## config.mk

```make
export PLATFORM = sky130hd
export DESIGN_NAME = pixel_write_buffer
export DESIGN_NICKNAME = d
export VERILOG_FILES = /design/src/rtl/pixel_write_buffer.sv
export SDC_FILE = /design/constraint.sdc
export NUM_CORES = 1
export LEC_CHECK = 0
export CAP_MARGIN = 20
export CORE_ASPECT_RATIO = 1.1
export CORE_MARGIN = 2
export CORE_UTILIZATION = 25
export CTS_CLUSTER_DIAMETER = 50
export DETAILED_ROUTE_END_ITERATION = 10
export GPL_ROUTABILITY_DRIVEN = 0
export PLACE_DENSITY = 0.37
export SETUP_SLACK_MARGIN = 0.1
export SLEW_MARGIN = 20
export SYNTH_ARGS = -nofsm -noshare
export SYNTH_HDL_FRONTEND = slang
export SYNTH_SLANG_ARGS = --single-unit
export TNS_END_PERCENT = 20
```

## constraint.sdc

```tcl
create_clock -name clk -period 10.1 [get_ports clk]
set_input_delay 2.02 -clock clk [delete_from_list [all_inputs] [get_ports clk]]
set_output_delay 2.02 -clock clk [all_outputs]
set_load 0.03 [all_outputs]
```

## src/rtl/pixel_write_buffer.sv

```systemverilog
// Pixel write buffer: FIFO between the rasteriser and a single-outstanding framebuffer write port.
// Optional bounds checking against FB_PIXELS is enabled by defining PIXEL_WRITE_BUFFER_BOUNDS_CHECK_EN.
module pixel_write_buffer #(
    parameter int unsigned DEPTH     = 8,
    parameter logic [31:0] FB_BASE   = 32'h0000_0000,
    parameter int unsigned FB_PIXELS = 307200
) (
    input  logic                       clk,
    input  logic                       reset,
    input  logic                       clear,
    input  logic                       pixel_valid,
    input  logic [18:0]                pixel_number,
    input  logic [31:0]                rgba,
    output logic                       pixel_ready,
    input  logic                       flush_req,
    output logic                       flush_done,
    output logic                       mem_write,
    output logic [31:0]                mem_addr,
    output logic [31:0]                mem_wdata,
    input  logic                       mem_ack,
    output logic [$clog2(DEPTH+1)-1:0] count,
    output logic                       overflow,
    output logic [15:0]                dropped
);

    localparam int unsigned   AW          = $clog2(DEPTH);
    localparam int unsigned   CW          = $clog2(DEPTH + 1);
    localparam logic [CW-1:0] FULL_COUNT  = CW'(DEPTH);
    localparam logic [31:0]   FB_PIXELS_W = 32'(FB_PIXELS);
`ifdef PIXEL_WRITE_BUFFER_BOUNDS_CHECK_EN
    localparam bit BOUNDS_EN = 1'b1;
`else
    localparam bit BOUNDS_EN = 1'b0;
`endif

    typedef struct packed {
        logic [18:0] pixel_number;
        logic [31:0] rgba;
    } entry_t;

    typedef enum logic {
        ST_IDLE,
        ST_REQ
    } state_e;

    entry_t        fifo_mem [DEPTH];
    entry_t        head;
    state_e        state_q, state_d;
    logic [AW-1:0] wr_ptr_q, wr_ptr_d;
    logic [AW-1:0] rd_ptr_q, rd_ptr_d;
    logic [CW-1:0] count_q, count_d;
    logic [31:0]   mem_addr_q, mem_addr_d;
    logic [31:0]   mem_wdata_q, mem_wdata_d;
    logic          overflow_q, overflow_d;
    logic          flush_pending_q, flush_pending_d;
    logic          flush_done_q, flush_done_d;
    logic          flush_armed;
    logic          fifo_empty;
    logic          push_accept;
    logic          in_range;
    logic          push;
    logic          pop;

    assign fifo_empty  = (count_q == '0);
    assign pixel_ready = (count_q != FULL_COUNT);
    assign head        = fifo_mem[rd_ptr_q];

    // clear wins over a same-cycle push; an accepted out-of-range pixel is consumed but not queued.
    assign push_accept = pixel_valid && pixel_ready && !clear;
    assign in_range    = ({13'd0, pixel_number} < FB_PIXELS_W);
    assign push        = push_accept && (!BOUNDS_EN || in_range);
    // Pops use registered occupancy only, so a pixel pushed into an empty FIFO is issued one edge later.
    assign pop         = !clear && !fifo_empty && ((state_q == ST_IDLE) || mem_ack);

    always_comb begin
        // NOTE: every always_comb output gets a default first so no path leaves it unassigned (no latch).
        state_d         = state_q;
        wr_ptr_d        = wr_ptr_q;
        rd_ptr_d        = rd_ptr_q;
        count_d         = count_q;
        mem_addr_d      = mem_addr_q;
        mem_wdata_d     = mem_wdata_q;
        overflow_d      = overflow_q;
        flush_pending_d = flush_pending_q;
        flush_done_d    = 1'b0;
        flush_armed     = flush_pending_q || flush_req;

        case (state_q)
            ST_IDLE: if (pop) state_d = ST_REQ;
            ST_REQ:  if (mem_ack && !pop) state_d = ST_IDLE;
            default: state_d = ST_IDLE;
        endcase

        if (pop) begin
            mem_addr_d  = FB_BASE + {11'd0, head.pixel_number, 2'b00};
            mem_wdata_d = head.rgba;
            rd_ptr_d    = rd_ptr_q + AW'(1);
        end
        if (push) begin
            wr_ptr_d = wr_ptr_q + AW'(1);
        end

        case ({push, pop})
            2'b10:   count_d = count_q + CW'(1);
            2'b01:   count_d = count_q - CW'(1);
            default: count_d = count_q;
        endcase

        if (pixel_valid && !pixel_ready) begin
            overflow_d = 1'b1;
        end

        if (clear) begin
            wr_ptr_d        = '0;
            rd_ptr_d        = '0;
            count_d         = '0;
            overflow_d      = 1'b0;
            flush_pending_d = 1'b0;
        end else begin
            // Judged on next-state values so the pulse lands in the cycle right after the last ack.
            flush_done_d    = flush_armed && (state_d == ST_IDLE) && (count_d == '0);
            flush_pending_d = flush_armed && !flush_done_d;
        end
    end

    // NOTE: state uses non-blocking assignments so every flop samples pre-edge values.
    always_ff @(posedge clk or posedge reset) begin
        if (reset) begin
            state_q         <= ST_IDLE;
            wr_ptr_q        <= '0;
            rd_ptr_q        <= '0;
            count_q         <= '0;
            mem_addr_q      <= '0;
            mem_wdata_q     <= '0;
            overflow_q      <= 1'b0;
            flush_pending_q <= 1'b0;
            flush_done_q    <= 1'b0;
        end else begin
            state_q         <= state_d;
            wr_ptr_q        <= wr_ptr_d;
            rd_ptr_q        <= rd_ptr_d;
            count_q         <= count_d;
            mem_addr_q      <= mem_addr_d;
            mem_wdata_q     <= mem_wdata_d;
            overflow_q      <= overflow_d;
            flush_pending_q <= flush_pending_d;
            flush_done_q    <= flush_done_d;
        end
    end

    // NOTE: storage has no reset; pointers and count define which entries are meaningful.
    always_ff @(posedge clk) begin
        if (push) begin
            fifo_mem[wr_ptr_q] <= '{pixel_number: pixel_number, rgba: rgba};
        end
    end

`ifdef PIXEL_WRITE_BUFFER_BOUNDS_CHECK_EN
    logic [15:0] dropped_q, dropped_d;

    always_comb begin
        dropped_d = dropped_q;
        if (push_accept && !in_range && (dropped_q != 16'hFFFF)) begin
            dropped_d = dropped_q + 16'd1;
        end
    end

    always_ff @(posedge clk or posedge reset) begin
        if (reset) begin
            dropped_q <= '0;
        end else begin
            dropped_q <= dropped_d;
        end
    end

    assign dropped = dropped_q;
`else
    assign dropped = '0;
`endif

    assign mem_write  = (state_q == ST_REQ);
    assign mem_addr   = mem_addr_q;
    assign mem_wdata  = mem_wdata_q;
    assign count      = count_q;
    assign overflow   = overflow_q;
    assign flush_done = flush_done_q;

endmodule

```

Word level (Yosys, flattened, before mapping)
Memories as Yosys holds them, arrays and structs flattened. A register that Yosys moved wholly into a read port is not among the register bits.
Cells that the tools add are included.
{"block": "totals", "ramBits": 408, "regBits": 14, "input_bits": 57, "word_cells": 53, "out_inout_bits": 88, "mem_count": 1}
{"memory": "fifo_mem", "words": 8, "word_bits": 51, "read_ports": 1, "rd_clocked_by_memory_dff": 1, "wr": 1, "line": "46", "rtl": "entry_t fifo_mem [DEPTH];"}
{"block": "op_classes", "n_mux": 15, "n_eq_ne": 3, "n_addsub": 4, "bitwise_logic": 2, "reduce_logical": 21}
{"op": "$mux W3", "n": 4}
{"op": "$logic_and A1 B1 Y1", "n": 9}
{"op": "$logic_not A4 Y1", "n": 2}
{"op": "$mux W1", "n": 8}
{"op": "$pmux W4 S2", "n": 1}
{"op": "$add A3 B1 Y3 const B", "n": 2}
{"op": "$reduce_bool A2 Y1", "n": 3}
{"op": "$logic_not A1 Y1", "n": 5}
{"op": "$add A4 B1 Y4 const B", "n": 1}
{"op": "$mux W4", "n": 1}
{"op": "$ne A4 B4 Y1 const B", "n": 1}
{"op": "$sub A4 B1 Y4 const B", "n": 1}
{"op": "$eq A2 B1 Y1 const B", "n": 1}
{"op": "$eq A2 B2 Y1 const B", "n": 1}
{"op": "$logic_or A1 B1 Y1", "n": 2}
{"op": "$not A1 Y1", "n": 2}
{"op": "$pmux W1 S2", "n": 1}

Depth between registers and ports, before layout
Gate-level depths: netlist (run 1).
{"block": "depth", "ltp_word": 14, "mapped_depth": 13}

Worst setup path after synthesis (run 1)
No wires, ideal clock.
{"block": "synth_timing", "kind": "input port to flip-flop", "start": "in clear", "end": "mem fifo_mem[0][0] in the netlist's numbering, enable pin", "required_time_ns": 9.577, "setup_slack_ns": 3.451, "arrival_ns": 6.126, "cell_stages": 3, "setup_ns": 0.523, "n_path_buf": 1, "path_cell_list": "clkbuf_1 or3_1 nor3_1"}
{"block": "synth_between", "elab_chain_len": 4}
{"item": "from (decl)", "line": "10", "rtl": "input logic clear,"}
{"item": "$logic_not A1 Y1", "line": "69", "rtl": "assign push_accept = pixel_valid && pixel_ready && !clear;"}
{"item": "$logic_and A1 B1 Y1", "line": "69"}
{"item": "$mux W1", "line": "153", "rtl": "if (push) begin"}
{"item": "$mux W1 (implied by the code)", "line": "154", "rtl": "fifo_mem[wr_ptr_q] <= '{pixel_number: pixel_number, rgba: rgba};"}
{"item": "to (decl)", "line": "46"}
Every way passes these cells.

Worst setup path in the final report (run 1)
{"block": "layout_timing", "start": "in clear", "end": "mem fifo_mem[2][23] in the netlist's numbering, enable pin"}
The elaborated chain is that of the path after synthesis.

==> results.json, run 1 <==
{
  "p_sw_share_pct": 28.5,
  "cts-root-buf": "clkbuf_16",
  "crit_fanout": 31,
  "drv_slew": 0,
  "drv_cap": 0,
  "status": "finished clean",
  "synthTopCellsByArea": "edfxtp_1 68%, mux4_2 13%, dfrtp_1 9.0%",
  "first_iter_violations": 549,
  "netlist_instances": 875,
  "htreeDepth": 2,
  "crit_end": "fifo_mem[2][23]",
  "ys.flop_type": "edfxtp_1",
  "p_leak_uw": 0.00696,
  "timing.rr.start": "count[0]",
  "cts_buffers": 54,
  "synth_area_sq_um": 18100,
  "max_slew_margin_pct": 36.8,
  "cts.sinks": 473,
  "first_global_vias": 9159,
  "grt_max_degree": 57,
  "avgSynthCellArea_sq_um": 20.7,
  "cp-startpoint": "clear",
  "skew_ns": 0.0249,
  "synth-edff-count": 408,
  "tightest_slew_ns": 0.948,
  "fmax_ghz": 0.215,
  "irDropWorstVdd_v": 0.000141,
  "layout_commonest_cell": "edfxtp_1",
  "clk_pin_slew_ns": 0.06,
  "pwr-share-comb_pct": 21.5,
  "ys_seq_area_share_pct": 76.7,
  "fillers": 6954,
  "placed_area_sq_um": 20300,
  "end_kind": "flop",
  "power_uw": 5570,
  "switching_power_uw": 1590,
  "drt-pass1-iter-count": 4,
  "setup_viol": 0,
  "ant_nets": 0,
  "layout.cells.non_filler": 2011,
  "rows": 103,
  "hpwl_mm": 23.8,
  "yosysWarnings": 0,
  "cts_hold_buf": 0,
  "clock_path_buffers": 3,
  "syn_to_final_growth_pct": 22.1,
  "final_nets": 1081,
  "p_seq_share_pct": 43.3,
  "post-place-cells": 1908,
  "clock_latency_ns": 0.61,
  "clkPwrFrac_pct": 35.2,
  "r2r-end": "fifo_mem[2][23]",
  "route.vias.total": 8411,
  "grt_pass1_wl_mm": 62.4,
  "coreArea_sq_um": 71700,
  "crit_type": "in -> reg",
  "routed_wl_mm": 41.9,
  "synth.distinct_cells": 35,
  "crit_path_max_incr_delay_ns": 0.77,
  "grt_overflow": 0,
  "postCtsSetupBuffers": 0,
  "yosys.area.top_type": "edfxtp_1",
  "crit_arrival_ns": 4.88,
  "tns_ns": 0,
  "die-area_sq_um": 74500,
  "slowest_stage": "clkdlybuf4s50_1",
  "r2r_cells": 5,
  "initial_core_util_pct": 25.2,
  "power.density_nw_per_um2": 252,
  "crit_path_start_kind": "primary input",
  "cts_resized": 0,
  "die_y_um": 286,
  "final_layout_size_suffix_gt1_share_pct": 20.5,
  "crit_path_cell_trace": "clkdlybuf4s50_1 > or3_1 > nor2_4 > buf_4",
  "rsz0062_at_grt": "false",
  "ios": 145,
  "routed_via_density": 4.18,
  "drc_errors": 0,
  "cp.required_ns": 10.33,
  "dieWidth_um": 260,
  "grt_use_total_pct": 11.4,
  "antenna_found_initial": 2,
  "drt-wirelength-per-cell_um": 20.8,
  "cts_tree": "yes",
  "period_share_pct": 46.1,
  "hp-class": "reg -> reg",
  "ys_ff_latch": 473,
  "reg2reg_slack_ns": 6.89,
  "portBuffers": 115,
  "layout_common_cells": "408 x edfxtp_1, 115 x clkdlybuf4s50_1, 102 x mux4_2",
  "synth.top_cell.area_share_pct": 67.7,
  "postLayoutCellArea_sq_um": 22100,
  "p_int_uw": 3980,
  "finalHoldViolations": 0,
  "async_flop_share_pct": 13.7,
  "hold_depth": 2,
  "period_minus_slack_ns": 4.65
}
[area by class of cell]
class | instances | area, sq um | share of cell area, %
timing repair buffer | 133 | 1310 | 5.92
antenna | 1 | 2.50 | 0.0113
clock inverter | 21 | 236 | 1.07
tap | 945 | 1180 | 5.35
inverter | 3 | 12.5 | 0.0567
clock buffer | 81 | 1560 | 7.08
multi-input combinational | 354 | 3890 | 17.6
sequential | 473 | 13900 | 62.9
[power groups by stage]
| stage | clock, uW | combinational (uW) | sequential (uW) |
|---|---|---|---|
| 3_3_place_gp | 0 | 1230 | 2450 |
| 5_1_grt | 2100 | 1310 | 2440 |
| 2_1_floorplan | 0 | 635 | 2610 |
| 3_5_place_dp | 0 | 1230 | 2460 |
| 6_report | 1960 | 1200 | 2410 |
| 4_1_cts | 2030 | 1230 | 2420 |
[per-stage QoR]
step	util (%)	hold slack [ns]	worst slack [ns]
after floorplan	-	0.544	3.45
after global placement	28.3	0.513	4.76
after detailed placement	28.3	0.500	4.74
after CTS	30.8	0.513	5.34
after global routing	30.8	0.546	5.22
final	30.8	0.510	5.45
[layer usage]
layer / part of all wire (%) / global-route usage, %
met5: 0.062 / 0
met4: 1.9 / 3.07
met3: 4.3 / 2.55
met2: 50 / 19.3
met1: 44 / 14.6
[critical path: cells and delay by family]
| kind | cells | cell delay, ns |
|---|---|---|
| simple gates | 2 | 1.40 |
| buf+inv | 2 | 1.40 |
[synth_stat cells (all sizes together), types with 2 or more instances]
master / count
inv: 3
nor2b: 2
nand2: 5
nor3b: 2
a21oi: 54
clkbuf: 10
mux2i: 54
ha: 5
nand3: 3
buf: 63
edfxtp: 408
nor2: 72
nand2b: 3
mux4: 102
nor3: 4
xor2: 7
dfrtp: 65
[cell families (layout without fill, tap and decap cells)]
group | Yosys count | count (layout) | synth area share, %
AOI/OAI and AO/OA | 60 | 60 | 1.73
muxes | 157 | 157 | 15.7
and+or+nand+nor | 96 | 96 | 2.42
other | 1 | 30 | 0.0207
adders and majority gates | 5 | 5 | 0.346
xor gates and xnor gates | 7 | 7 | 0.339
buffers and inverters | 76 | 238 | 2.68
DFF | 473 | 473 | 76.7
[flip-flops by register name (all words and copies together) (netlist names)]
register	flops
wr_ptr_q	3
overflow	1
mem_wdata	32
rd_ptr_q	3
flush_pending_q	1
fifo_mem	408
mem_addr	19
count	4
mem_write	1
flush_done	1
[worst min-delay path by stage]
stage | to | from
2_1_floorplan | flush_pending_q | flush_pending_q
3_3_place_gp | overflow | overflow
3_5_place_dp | overflow | overflow
4_1_cts | overflow | overflow
5_1_grt | mem_wdata[10] | mem_wdata[10]
6_report | overflow | overflow
Note: power is estimated with default switching activity, not from simulation.
==> inputs of run 2 (changes only) <==
==> constraint.sdc (replaced) <==
create_clock -name clk -period 4.85 [get_ports clk]
set_input_delay 0.97 -clock clk [delete_from_list [all_inputs] [get_ports clk]]
set_output_delay 0.97 -clock clk [all_outputs]
set_load 0.03 [all_outputs]
==> results.json, run 2 (synthesis results as in run 1) <==
{
  "layout_common_cells": "408 x edfxtp_1, 115 x clkdlybuf4s50_1, 102 x mux4_2",
  "cts_hold_buf": 0,
  "finalWorstSetupSlack_ns": 1.50,
  "coreArea_sq_um": 71700,
  "first_global_vias": 9156,
  "routed_wl_mm": 42.2,
  "drv_cap": 0,
  "first_iter_violations": 505,
  "postCtsSetupBuffers": 0,
  "setup_viol": 0,
  "tns_ns": 0,
  "hpwl_mm": 23.7,
  "cts.sinks": 473,
  "place_ws_ns": 0.814,
  "die_y_um": 286,
  "finalHoldViolations": 0,
  "route.vias.total": 8374,
  "drc_errors": 0,
  "cts_buffers": 53,
  "tightest_slew_ns": 0.970,
  "fmax_ghz": 0.299,
  "routed_via_density": 4.16,
  "crit_arrival_ns": 3.77,
  "grt_use_total_pct": 11.5,
  "ios": 145,
  "hold_depth": 2,
  "p_leak_uw": 0.00696,
  "irDropWorstVdd_v": 0.000257,
  "cts_tree": "yes",
  "grt_max_degree": 59,
  "initial_core_util_pct": 25.2,
  "crit_type": "in -> reg",
  "period_minus_slack_ns": 3.35,
  "rows": 103,
  "die-area_sq_um": 74500,
  "hp-class": "reg -> reg",
  "grt_pass1_wl_mm": 62.9,
  "end_kind": "flop",
  "drv_slew": 0,
  "power.density_nw_per_um2": 516,
  "cts-root-buf": "clkbuf_16",
  "syn_to_final_growth_pct": 22.0,
  "grt_overflow": 0,
  "drt-pass1-iter-count": 6,
  "status": "finished clean",
  "layout_commonest_cell": "edfxtp_1",
  "r2r_cells": 12,
  "cts_resized": 0,
  "clk_pin_slew_ns": 0.06,
  "diodes": 0,
  "portBuffers": 115,
  "htreeDepth": 2,
  "cp.required_ns": 5.28,
  "fillers": 7002,
  "dieWidth_um": 260,
  "period_share_pct": 69.0,
  "ant_nets": 0,
  "final_layout_size_suffix_gt1_share_pct": 21.0,
  "clock_latency_ns": 0.59,
  "drt-wirelength-per-cell_um": 20.9,
  "crit_fanout": 50,
  "antenna_found_initial": 6,
  "largest_reg_flops": 408,
  "clock_path_buffers": 3,
  "top_register": "fifo_mem",
  "final_nets": 1089,
  "max_slew_margin_pct": 35.3,
  "skew_ns": 0.0197,
  "crit_path_start_kind": "primary input",
  "rsz0062_at_grt": "false"
}
-- run 2: cell count changes in the layout (fill, tap and decap cells not counted), moves of 2 or more --
cell and change:
inv_6 +2, buf_12 +4, clkbuf_1 -10, clkinv_1 +8, buf_4 +6, clkinv_2 +5
clkbuf_8 -7
-- run 2: power by group --
| part | internal (uW) | total, uW | switching, uW |
|---|---|---|---|
| registers | 4760 | 5050 | 293 |
| logic | 1100 | 2480 | 1370 |
| clock network | 2230 | 3860 | 1630 |
-- run 2: stage by stage --
step                instance area (sq um)  util, %  std cells  hold slack (ns)  power [uW]
CTS                                 22100     30.8       2015            0.531       11600
floorplan                           18200        -        903            0.544        6760
global route                        22100     30.8       2015            0.558       12000
finish                              22100     30.8       2015            0.525       11400
global placement                    20400     28.4       1917            0.514        7690
detailed placement                  20400     28.4       1917            0.519        7700
-- run 2: layout make-up --
cell class                      count  area, sq um  area share (%)
Tap cell                          945         1180            5.36
Inverter                            3         13.8          0.0624
Multi-Input combinational cell    354         3890            17.6
Timing Repair Buffer              142         1400            6.36
Clock inverter                     35          273            1.24
Clock buffer                       63         1410            6.37
Sequential cell                   473        13900            63.0
-- run 2: critical path: stages --
cell and delay [ns]:
clkdlybuf4s50_1 0.76, nor3b_4 0.33, buf_4 0.50, ha_1 0.39
inv_1 0.10, a32oi_1 0.28, a21o_1 0.18, nand4_1 0.11
nor3b_1 0.16
-- run 2: metal layers --
layer	global-route usage, %	share of wire (%)
met5	0	0.19
met4	3.33	2.2
met3	2.55	4.9
met2	19.7	50
met1	14.6	43
-- run 2: final timing paths --
| check | startpoint | endpoint | slack (ns) |
|---|---|---|---|
| max in group asynchronous | reset | mem_addr[9] | 3.16 |
| setup reg to reg | count[0] | flush_pending_q | 1.79 |
| setup / recovery | clear | flush_pending_q | 1.50 |
| min in group asynchronous | reset | mem_wdata[26] | 0.86 |
| hold / removal | mem_addr[6] | mem_addr[6] | 0.52 |
| hold reg to reg | mem_addr[6] | mem_addr[6] | 0.52 |
